**src/rtl/lock_pkg.sv**
```systemverilog
// Shared constants for the keypad lock: entry FSM encoding, special key indices,
// digit capacity, and a one-hot-to-index helper.
package lock_pkg;

   localparam logic [1:0] ST_IDLE  = 2'd0;
   localparam logic [1:0] ST_ENTRY = 2'd1;
   localparam logic [1:0] ST_SET   = 2'd2;
   localparam logic [1:0] ST_CLEAR = 2'd3;

   localparam logic [3:0] KEY_STAR   = 4'd10;
   localparam logic [3:0] KEY_HASH   = 4'd11;
   localparam logic [2:0] MAX_DIGITS = 3'd6;

   function automatic logic [3:0] onehot_index(input logic [11:0] k);
      logic [3:0] idx;
      idx = 4'd0;
      for (int i = 0; i < 12; i++) begin
         if (k[i]) idx = 4'(i);
      end
      return idx;
   endfunction

endpackage

```
**src/rtl/key_debouncer.sv**
```systemverilog
// Synchronizes the raw keypad, accepts one stable one-hot press, then waits for a stable release.
// Latency: 2 sync flops + DEBOUNCE_CYCLES stable samples + 1 output register; no backpressure.
module key_debouncer
   import lock_pkg::*;
#(
   parameter int DEBOUNCE_CYCLES = 16
) (
   input  logic        clk,
   input  logic        reset_n,
   input  logic [11:0] key,
   output logic        press_valid,
   output logic [3:0]  key_index
);

   localparam int CW = $clog2(DEBOUNCE_CYCLES + 1);

   logic [11:0]   sync1_q, sync2_q, prev_q;
   logic [CW-1:0] cnt_q, cnt_d;
   logic          wait_rel_q, wait_rel_d;
   logic          press_valid_q, press_valid_d;
   logic [3:0]    key_index_q, key_index_d;
   logic          one_hot;
   logic [CW-1:0] run_len;

   assign one_hot = (sync2_q != 12'd0) && ((sync2_q & (sync2_q - 12'd1)) == 12'd0);

   always_comb begin
      cnt_d         = cnt_q;
      wait_rel_d    = wait_rel_q;
      press_valid_d = 1'b0;
      key_index_d   = key_index_q;
      run_len       = (sync2_q == prev_q) ? cnt_q + CW'(1) : CW'(1);
      if (wait_rel_q) begin
         // Any non-zero sample restarts the release run, so run_len is a clean zero count
         if (sync2_q != 12'd0) begin
            cnt_d = '0;
         end else if (run_len == CW'(DEBOUNCE_CYCLES)) begin
            cnt_d      = '0;
            wait_rel_d = 1'b0;
         end else begin
            cnt_d = run_len;
         end
      end else if (!one_hot) begin
         cnt_d = '0;
      end else if (run_len == CW'(DEBOUNCE_CYCLES)) begin
         cnt_d         = '0;
         wait_rel_d    = 1'b1;
         press_valid_d = 1'b1;
         key_index_d   = onehot_index(sync2_q);
      end else begin
         cnt_d = run_len;
      end
   end

   always_ff @(posedge clk or negedge reset_n) begin
      if (!reset_n) begin
         sync1_q       <= '0;
         sync2_q       <= '0;
         prev_q        <= '0;
         cnt_q         <= '0;
         wait_rel_q    <= 1'b0;
         press_valid_q <= 1'b0;
         key_index_q   <= '0;
      end else begin
         sync1_q       <= key;
         sync2_q       <= sync1_q;
         prev_q        <= sync2_q;
         cnt_q         <= cnt_d;
         wait_rel_q    <= wait_rel_d;
         press_valid_q <= press_valid_d;
         key_index_q   <= key_index_d;
      end
   end

   assign press_valid = press_valid_q;
   assign key_index   = key_index_q;

endmodule

```
**src/rtl/keypad_entry_controller.sv**
```systemverilog
// Keypad code-entry FSM: collects up to six digits, issues compare/commit/clear strobes.
// Latency: strobes one cycle after a debounced press; a press landing in CLEAR is held one cycle.
module keypad_entry_controller
   import lock_pkg::*;
#(
   parameter int DEBOUNCE_CYCLES = 16,
   parameter int MIN_DIGITS      = 4
) (
   input  logic        clk,
   input  logic        reset_n,
   input  logic [11:0] key,
   output logic [3:0]  data,
   output logic [5:0]  cs,
   output logic [2:0]  input_digit_count,
   output logic        compare,
   output logic        wr,
   output logic        clr,
   output logic        set_mode,
   output logic        err
);

   logic       press_valid;
   logic [3:0] key_index;

   key_debouncer #(.DEBOUNCE_CYCLES(DEBOUNCE_CYCLES)) u_deb (
      .clk         (clk),
      .reset_n     (reset_n),
      .key         (key),
      .press_valid (press_valid),
      .key_index   (key_index)
   );

   logic [1:0] state_q, state_d;
   logic [2:0] count_q, count_d;
   logic [3:0] data_q, data_d;
   logic [5:0] cs_q, cs_d;
   logic       compare_q, compare_d, wr_q, wr_d, clr_q, clr_d, err_q, err_d;
   logic       set_mode_q, set_mode_d;
   logic       pend_q, pend_d;
   logic [3:0] pend_idx_q, pend_idx_d;
   logic       do_press;
   logic [3:0] idx;

   always_comb begin
      state_d    = state_q;
      count_d    = count_q;
      data_d     = data_q;
      cs_d       = 6'd0;
      compare_d  = 1'b0;
      wr_d       = 1'b0;
      clr_d      = 1'b0;
      err_d      = 1'b0;
      set_mode_d = set_mode_q;
      pend_d     = pend_q;
      pend_idx_d = pend_idx_q;
      do_press   = 1'b0;
      idx        = pend_idx_q;

      if (state_q == ST_CLEAR) begin
         clr_d   = 1'b1;
         count_d = 3'd0;
         state_d = set_mode_q ? ST_SET : ST_IDLE;
         if (press_valid) begin
            pend_d     = 1'b1;
            pend_idx_d = key_index;
         end
      end else begin
         if (pend_q) begin
            do_press = 1'b1;
            pend_d   = 1'b0;
         end else if (press_valid) begin
            do_press = 1'b1;
            idx      = key_index;
         end
      end

      if (do_press) begin
         if (idx == KEY_STAR) begin
            case (state_q)
               ST_ENTRY: begin
                  compare_d = 1'b1;
                  state_d   = ST_CLEAR;
               end
               ST_SET: begin
                  set_mode_d = 1'b0;
                  state_d    = ST_CLEAR;
               end
               default: err_d = 1'b1;
            endcase
         end else if (idx == KEY_HASH) begin
            if (state_q == ST_SET) begin
               if (32'(count_q) >= MIN_DIGITS) begin
                  wr_d       = 1'b1;
                  set_mode_d = 1'b0;
                  state_d    = ST_CLEAR;
               end else begin
                  err_d = 1'b1;
               end
            end else begin
               set_mode_d = 1'b1;
               state_d    = ST_CLEAR;
            end
         end else if (count_q == MAX_DIGITS) begin
            err_d = 1'b1;
         end else begin
            data_d  = idx;
            cs_d    = 6'(6'd1 << count_q);
            count_d = count_q + 3'd1;
            if (state_q == ST_IDLE) state_d = ST_ENTRY;
         end
      end
   end

   always_ff @(posedge clk or negedge reset_n) begin
      if (!reset_n) begin
         state_q    <= ST_IDLE;
         count_q    <= '0;
         data_q     <= '0;
         cs_q       <= '0;
         compare_q  <= 1'b0;
         wr_q       <= 1'b0;
         clr_q      <= 1'b0;
         err_q      <= 1'b0;
         set_mode_q <= 1'b0;
         pend_q     <= 1'b0;
         pend_idx_q <= '0;
      end else begin
         state_q    <= state_d;
         count_q    <= count_d;
         data_q     <= data_d;
         cs_q       <= cs_d;
         compare_q  <= compare_d;
         wr_q       <= wr_d;
         clr_q      <= clr_d;
         err_q      <= err_d;
         set_mode_q <= set_mode_d;
         pend_q     <= pend_d;
         pend_idx_q <= pend_idx_d;
      end
   end

   assign data              = data_q;
   assign cs                = cs_q;
   assign input_digit_count = count_q;
   assign compare           = compare_q;
   assign wr                = wr_q;
   assign clr               = clr_q;
   assign err               = err_q;
   assign set_mode          = set_mode_q;

endmodule

```
**config.mk**
```make
export PLATFORM = sky130hd
export DESIGN_NAME = keypad_entry_controller
export DESIGN_NICKNAME = d
export VERILOG_FILES = /design/src/rtl/lock_pkg.sv /design/src/rtl/key_debouncer.sv /design/src/rtl/keypad_entry_controller.sv
export SDC_FILE = /design/constraint.sdc
export NUM_CORES = 1
export LEC_CHECK = 0
export ABC_CLOCK_PERIOD_IN_PS = 3100
export BUFFER_PORTS_ARGS = -buffer_cell sky130_fd_sc_hd__buf_4
export CELL_PAD_IN_SITES_DETAIL_PLACEMENT = 2
export CELL_PAD_IN_SITES_GLOBAL_PLACEMENT = 2
export CORE_ASPECT_RATIO = 0.7
export CORE_MARGIN = 2
export CORE_UTILIZATION = 40
export CTS_BUF_LIST = sky130_fd_sc_hd__clkbuf_8
export CTS_CLUSTER_SIZE = 12
export DETAILED_ROUTE_END_ITERATION = 6
export GPL_TIMING_DRIVEN = 1
export HOLD_SLACK_MARGIN = 0.12
export MAX_ROUTING_LAYER = met4
export PLACE_DENSITY = 0.9
export SLEW_MARGIN = 20
export SYNTH_ARGS = -nofsm -noshare
export SYNTH_HDL_FRONTEND = slang
export SYNTH_SLANG_ARGS = --single-unit
```
**constraint.sdc**
```tcl
create_clock -name clk -period 3.1 [get_ports clk]
set_input_delay 0.155 -clock clk [delete_from_list [all_inputs] [get_ports clk]]
set_output_delay 0.155 -clock clk [all_outputs]
set_load 0.01 [all_outputs]
```
==> summary by stage <==
Layout
In the layout the commonest cells are sky130_fd_sc_hd__dfrtp_1 (72), sky130_fd_sc_hd__buf_4 (32), sky130_fd_sc_hd__nor2_1 (25). 0 antenna diodes ended up in the layout. The final net count is 315.

The post-route netlist has a little under a quarter of its cells at a drive strength greater than 1. The synthesis-to-finish area growth is 22.7%. Leaving out fill and tap cells, the most frequent cell in the layout is sky130_fd_sc_hd__dfrtp_1.

Clock network
The clock insertion delay at the later pin of the skew report is 0.37 ns. The number of CTS-inserted buffers is 9. The library cell used as clock root buffer is sky130_fd_sc_hd__clkbuf_8.

Counting along the longest clock path gives a buffer depth of 2. The number of sinks handled by clock tree synthesis is between 70 and 80. The number of resized instances in the post-cts repair step is 0. The clock transition at the registers of the reported paths is 0.09 ns. The number of levels the H-tree was split into is 3. TritonCTS built the clock tree.

Critical path
The cell family contributing the most delay on the critical path is simple AND/OR/NAND/NOR gates. The critical path startpoint category is a flop. In this run the worst path has a maximum fanout of 16.

The critical path start-end classification is flop to flop. The buffer and inverter count on the worst path is 1. The required time of the critical path is approximately 3.4 ns. The kind of end point of the critical path is a flop. The cell that appears most often on the critical path is sky130_fd_sc_hd__nor3_1.

The highest cell delay on the worst timing path is 0.54 ns. The slowest library cell on the worst path is sky130_fd_sc_hd__and3_1. The critical path runs through a total of 8 cells. Measured in cells, the most critical reg-to-reg path has a length of 8. The data arrival time of the critical path is 3.01 ns.

Walking the worst path, the cells encountered are ha_1, nor3b_4, nor3_1, a21oi_2, buf_4, and3_1, nor3_1, a21o_1. The internal reg-to-reg setup slack is between 0.3 and 0.4 ns.

Logic synthesis
Counting distinct cell types in the post-synthesis netlist gives 51. Yosys attributes the largest share of cell area to sky130_fd_sc_hd__dfrtp_1 (61%), sky130_fd_sc_hd__ha_1 (5.1%), sky130_fd_sc_hd__xor2_1 (4.1%). The Yosys step of the flow raised 0 warnings. The number of enable flip-flop cells after synthesis is 0. The cell area that synthesis handed to floorplanning was 2960 um^2. In the synthesized netlist the async set-or-reset flop fraction comes to between 90% and 100%. In the synthesized netlist the dominant register cell turns out to be sky130_fd_sc_hd__dfrtp_1. The fraction of post-synthesis cell area in the top cell type by area is 60.8%. Sequential cells were found to cover 60.8% of the synthesized design area. Synthesis produced a netlist whose cell count is 237. The dominant cell type by area after synthesis is sky130_fd_sc_hd__dfrtp_1.

When the netlist entered floorplanning its net count stood at 263. The synthesized area divided by synthesized cell count is ~13 um^2. The count of state elements after synthesis is between 70 and 80.

Pwr
The overall power of the completed layout is 1.82 mW. In this run switching power makes up 27.7% of total power. The sequential group share of total power is a little over half. For this design the total switching power over the nets is 0.503 mW. The internal power contribution is 1.31 mW. Dividing total power by cell area gives a power density of 499 nW/um^2. The clock network accounts for 41.1% of the total power.

The peak supply drop is between 300 and 400 uV. The cell leakage power is 1.68 nW. The combinational cell fraction of total power is between 4 and 5%.

Die
The initialized floorplan defines 26 standard-cell rows. The initial utilization of the core area, before any placement, comes to 40.9%. The width of the die is 107 um.

The die extent in y is 76.0 um. The floorplan step defined a die boundary enclosing between 8000 and 9000 um^2. The floorplan step defined a core boundary enclosing 7250 um^2. Pin placement for this block handled 32 I/O pins.

Route
The number of design-rule violations left by the first detailed-router iteration is 101. The total wire length is around 8600 um. After detailed routing, the average wire length per cell comes to 22.0 um. The total vias in the final route is 2,122. After detailed routing, the number of vias per cell comes to 5.41. In this run the remaining antenna-violating nets after routing total 0. The first TritonRoute pass finished after 4 iterations.

The DRC violations left is 0.

Timing
The max-slew headroom at the worst pin is 40.1%. The number of pins exceeding their max-slew limit in the final report was 0. Setup violations remaining at the end of the flow were counted as 0.

The time the final worst path needs with I/O delays and setup is 2.75 ns. The total count of hold-check failures in the final report came to 0. Setup slack on the critical path of the routed design comes to 0.355 ns. Setup repair after global routing left no endpoint under its margin. After layout, the worst path uses 88.6% of the clock period. Summed over all failing endpoints, the final setup total negative slack is 0 ns. At the pin with the least slew margin, the transition time is 0.899 ns. Across the routed clock network, the largest skew measured is 0.0133 ns. Based on the critical path, the design can be clocked at up to 364 MHz.

Placed design
Before CTS, the worst setup slack after placement is around 0.45 ns. During placement, the flow inserted port buffers numbering 31. The routability congestion estimate is 0.808. Detailed placement finished with a half-perimeter wire length of ~5000 um.

GRT
For this run the aggregate overflow at the end of global routing stands at 0. The global-route usage over all layers is 24.1%. The largest net degree at the start of global routing is between 70 and 80. The initial antenna violation count is 0. The number of global-route vias before repair is 2,420. The first global-routing pass estimated ~14,000 um of wire.

Worst hold path
The worst hold path passes through 0 cells. The worst hold path belongs to the class flop to flop.

Run status
The flow ran to the end, and the final reports show no timing, DRC or antenna violations.

Job
The tool flagged a number of max-cap violations equal to 0.
[per-layer routing]
layer / global-route usage [%] / vias up / part of all wire [%]
met5: - / - / 0
met4: 10.4 / 0 / 3.7
met3: 5.90 / 31 / 3.4
met2: 38.3 / 55 / 49
met1: 29.6 / 1098 / 44
li1: - / 938 / -
[timing repair]
action / in CTS / in global routing
endpoints found under the hold margin: 84 / 0
setup buffers: 0 / 0
hold buffers: 13 / 0
[state kept, by name, indices dropped and copies added, names as in the netlist, 2 cells and up]
register,cells
cs,6
u_deb.cnt_q,5
pend_idx_q,4
u_deb.sync2_q,12
state_q,2
u_deb.key_index,4
u_deb.prev_q,12
data,4
input_digit_count,3
u_deb.sync1_q,12
[power by group through the flow]
stage | Clock, mW | Combinational [mW] | Sequential, mW
floorplan | 0 | 0.0230 | 0.996
global placement | 0 | 0.0574 | 1.00
detailed placement | 0 | 0.0611 | 1.00
CTS | 0.754 | 0.0782 | 0.988
global route | 0.802 | 0.0879 | 0.994
finish | 0.746 | 0.0793 | 0.990
[per-stage QoR]
stage                     hold WS [ns]  cells  utilization, %  area [um^2]
after floorplan                 -0.141    237               -         2960
after global placement           0.264    363            45.6         3310
after detailed placement         0.266    363            45.6         3310
after CTS                        0.359    392            50.1         3640
after global routing             0.372    392            50.1         3640
final                            0.358    392            50.1         3640
[worst paths after layout]
path | from | end
worst max-delay path | state_q[1]$_DFF_PN0_ | input_digit_count[0]$_DFF_PN0_
worst min-delay path | u_deb.sync1_q[7]$_DFF_PN0_ | u_deb.sync2_q[7]$_DFF_PN0_
worst max register to register | state_q[1]$_DFF_PN0_ | input_digit_count[0]$_DFF_PN0_
worst min register to register | u_deb.sync1_q[7]$_DFF_PN0_ | u_deb.sync2_q[7]$_DFF_PN0_
max in group asynchronous | reset_n | pend_q$_DFFE_PN0P_
min in group asynchronous | reset_n | u_deb.sync2_q[3]$_DFF_PN0_
[synthesized netlist by cell type, types with 2 or more instances]
cell	n
sky130_fd_sc_hd__o21ai_0	6
sky130_fd_sc_hd__ha_1	12
sky130_fd_sc_hd__and2_1	4
sky130_fd_sc_hd__or4_4	2
sky130_fd_sc_hd__nand2b_1	2
sky130_fd_sc_hd__and3_1	5
sky130_fd_sc_hd__mux2_2	5
sky130_fd_sc_hd__nand2_1	6
sky130_fd_sc_hd__mux2i_1	6
sky130_fd_sc_hd__nand3_1	5
sky130_fd_sc_hd__inv_1	10
sky130_fd_sc_hd__xor2_1	14
sky130_fd_sc_hd__buf_2	2
sky130_fd_sc_hd__or3_1	2
sky130_fd_sc_hd__a21oi_1	9
sky130_fd_sc_hd__dfrtp_1	72
sky130_fd_sc_hd__mux2_4	3
sky130_fd_sc_hd__nor3_1	7
sky130_fd_sc_hd__o31ai_1	4
sky130_fd_sc_hd__nor4_1	6
sky130_fd_sc_hd__nor2_1	25
[area by class of cell]
| class | count | area [um^2] |
|---|---|---|
| clock buffer | 9 | 124 |
| clock inverter | 7 | 72.6 |
| fill | 696 | 3620 |
| inverter | 10 | 37.5 |
| multi-input combinational | 151 | 1110 |
| sequential | 72 | 1800 |
| tap | 98 | 123 |
| timing repair buffer | 45 | 370 |
[cell families (layout without fill, tap and decap cells)]
group,after synthesis,in the layout,synth area share (%)
AND/OR/NAND/NOR,75,75,14.1
flip-flops,72,72,60.8
AO/OA/AOI/OAI,34,34,7.94
XOR/XNOR,15,15,4.43
multiplexers,14,14,5.45
buffers and inverters,14,71,1.86
adder cells (fa/ha/maj),13,13,5.40
(Power assumes the default switching activity.)
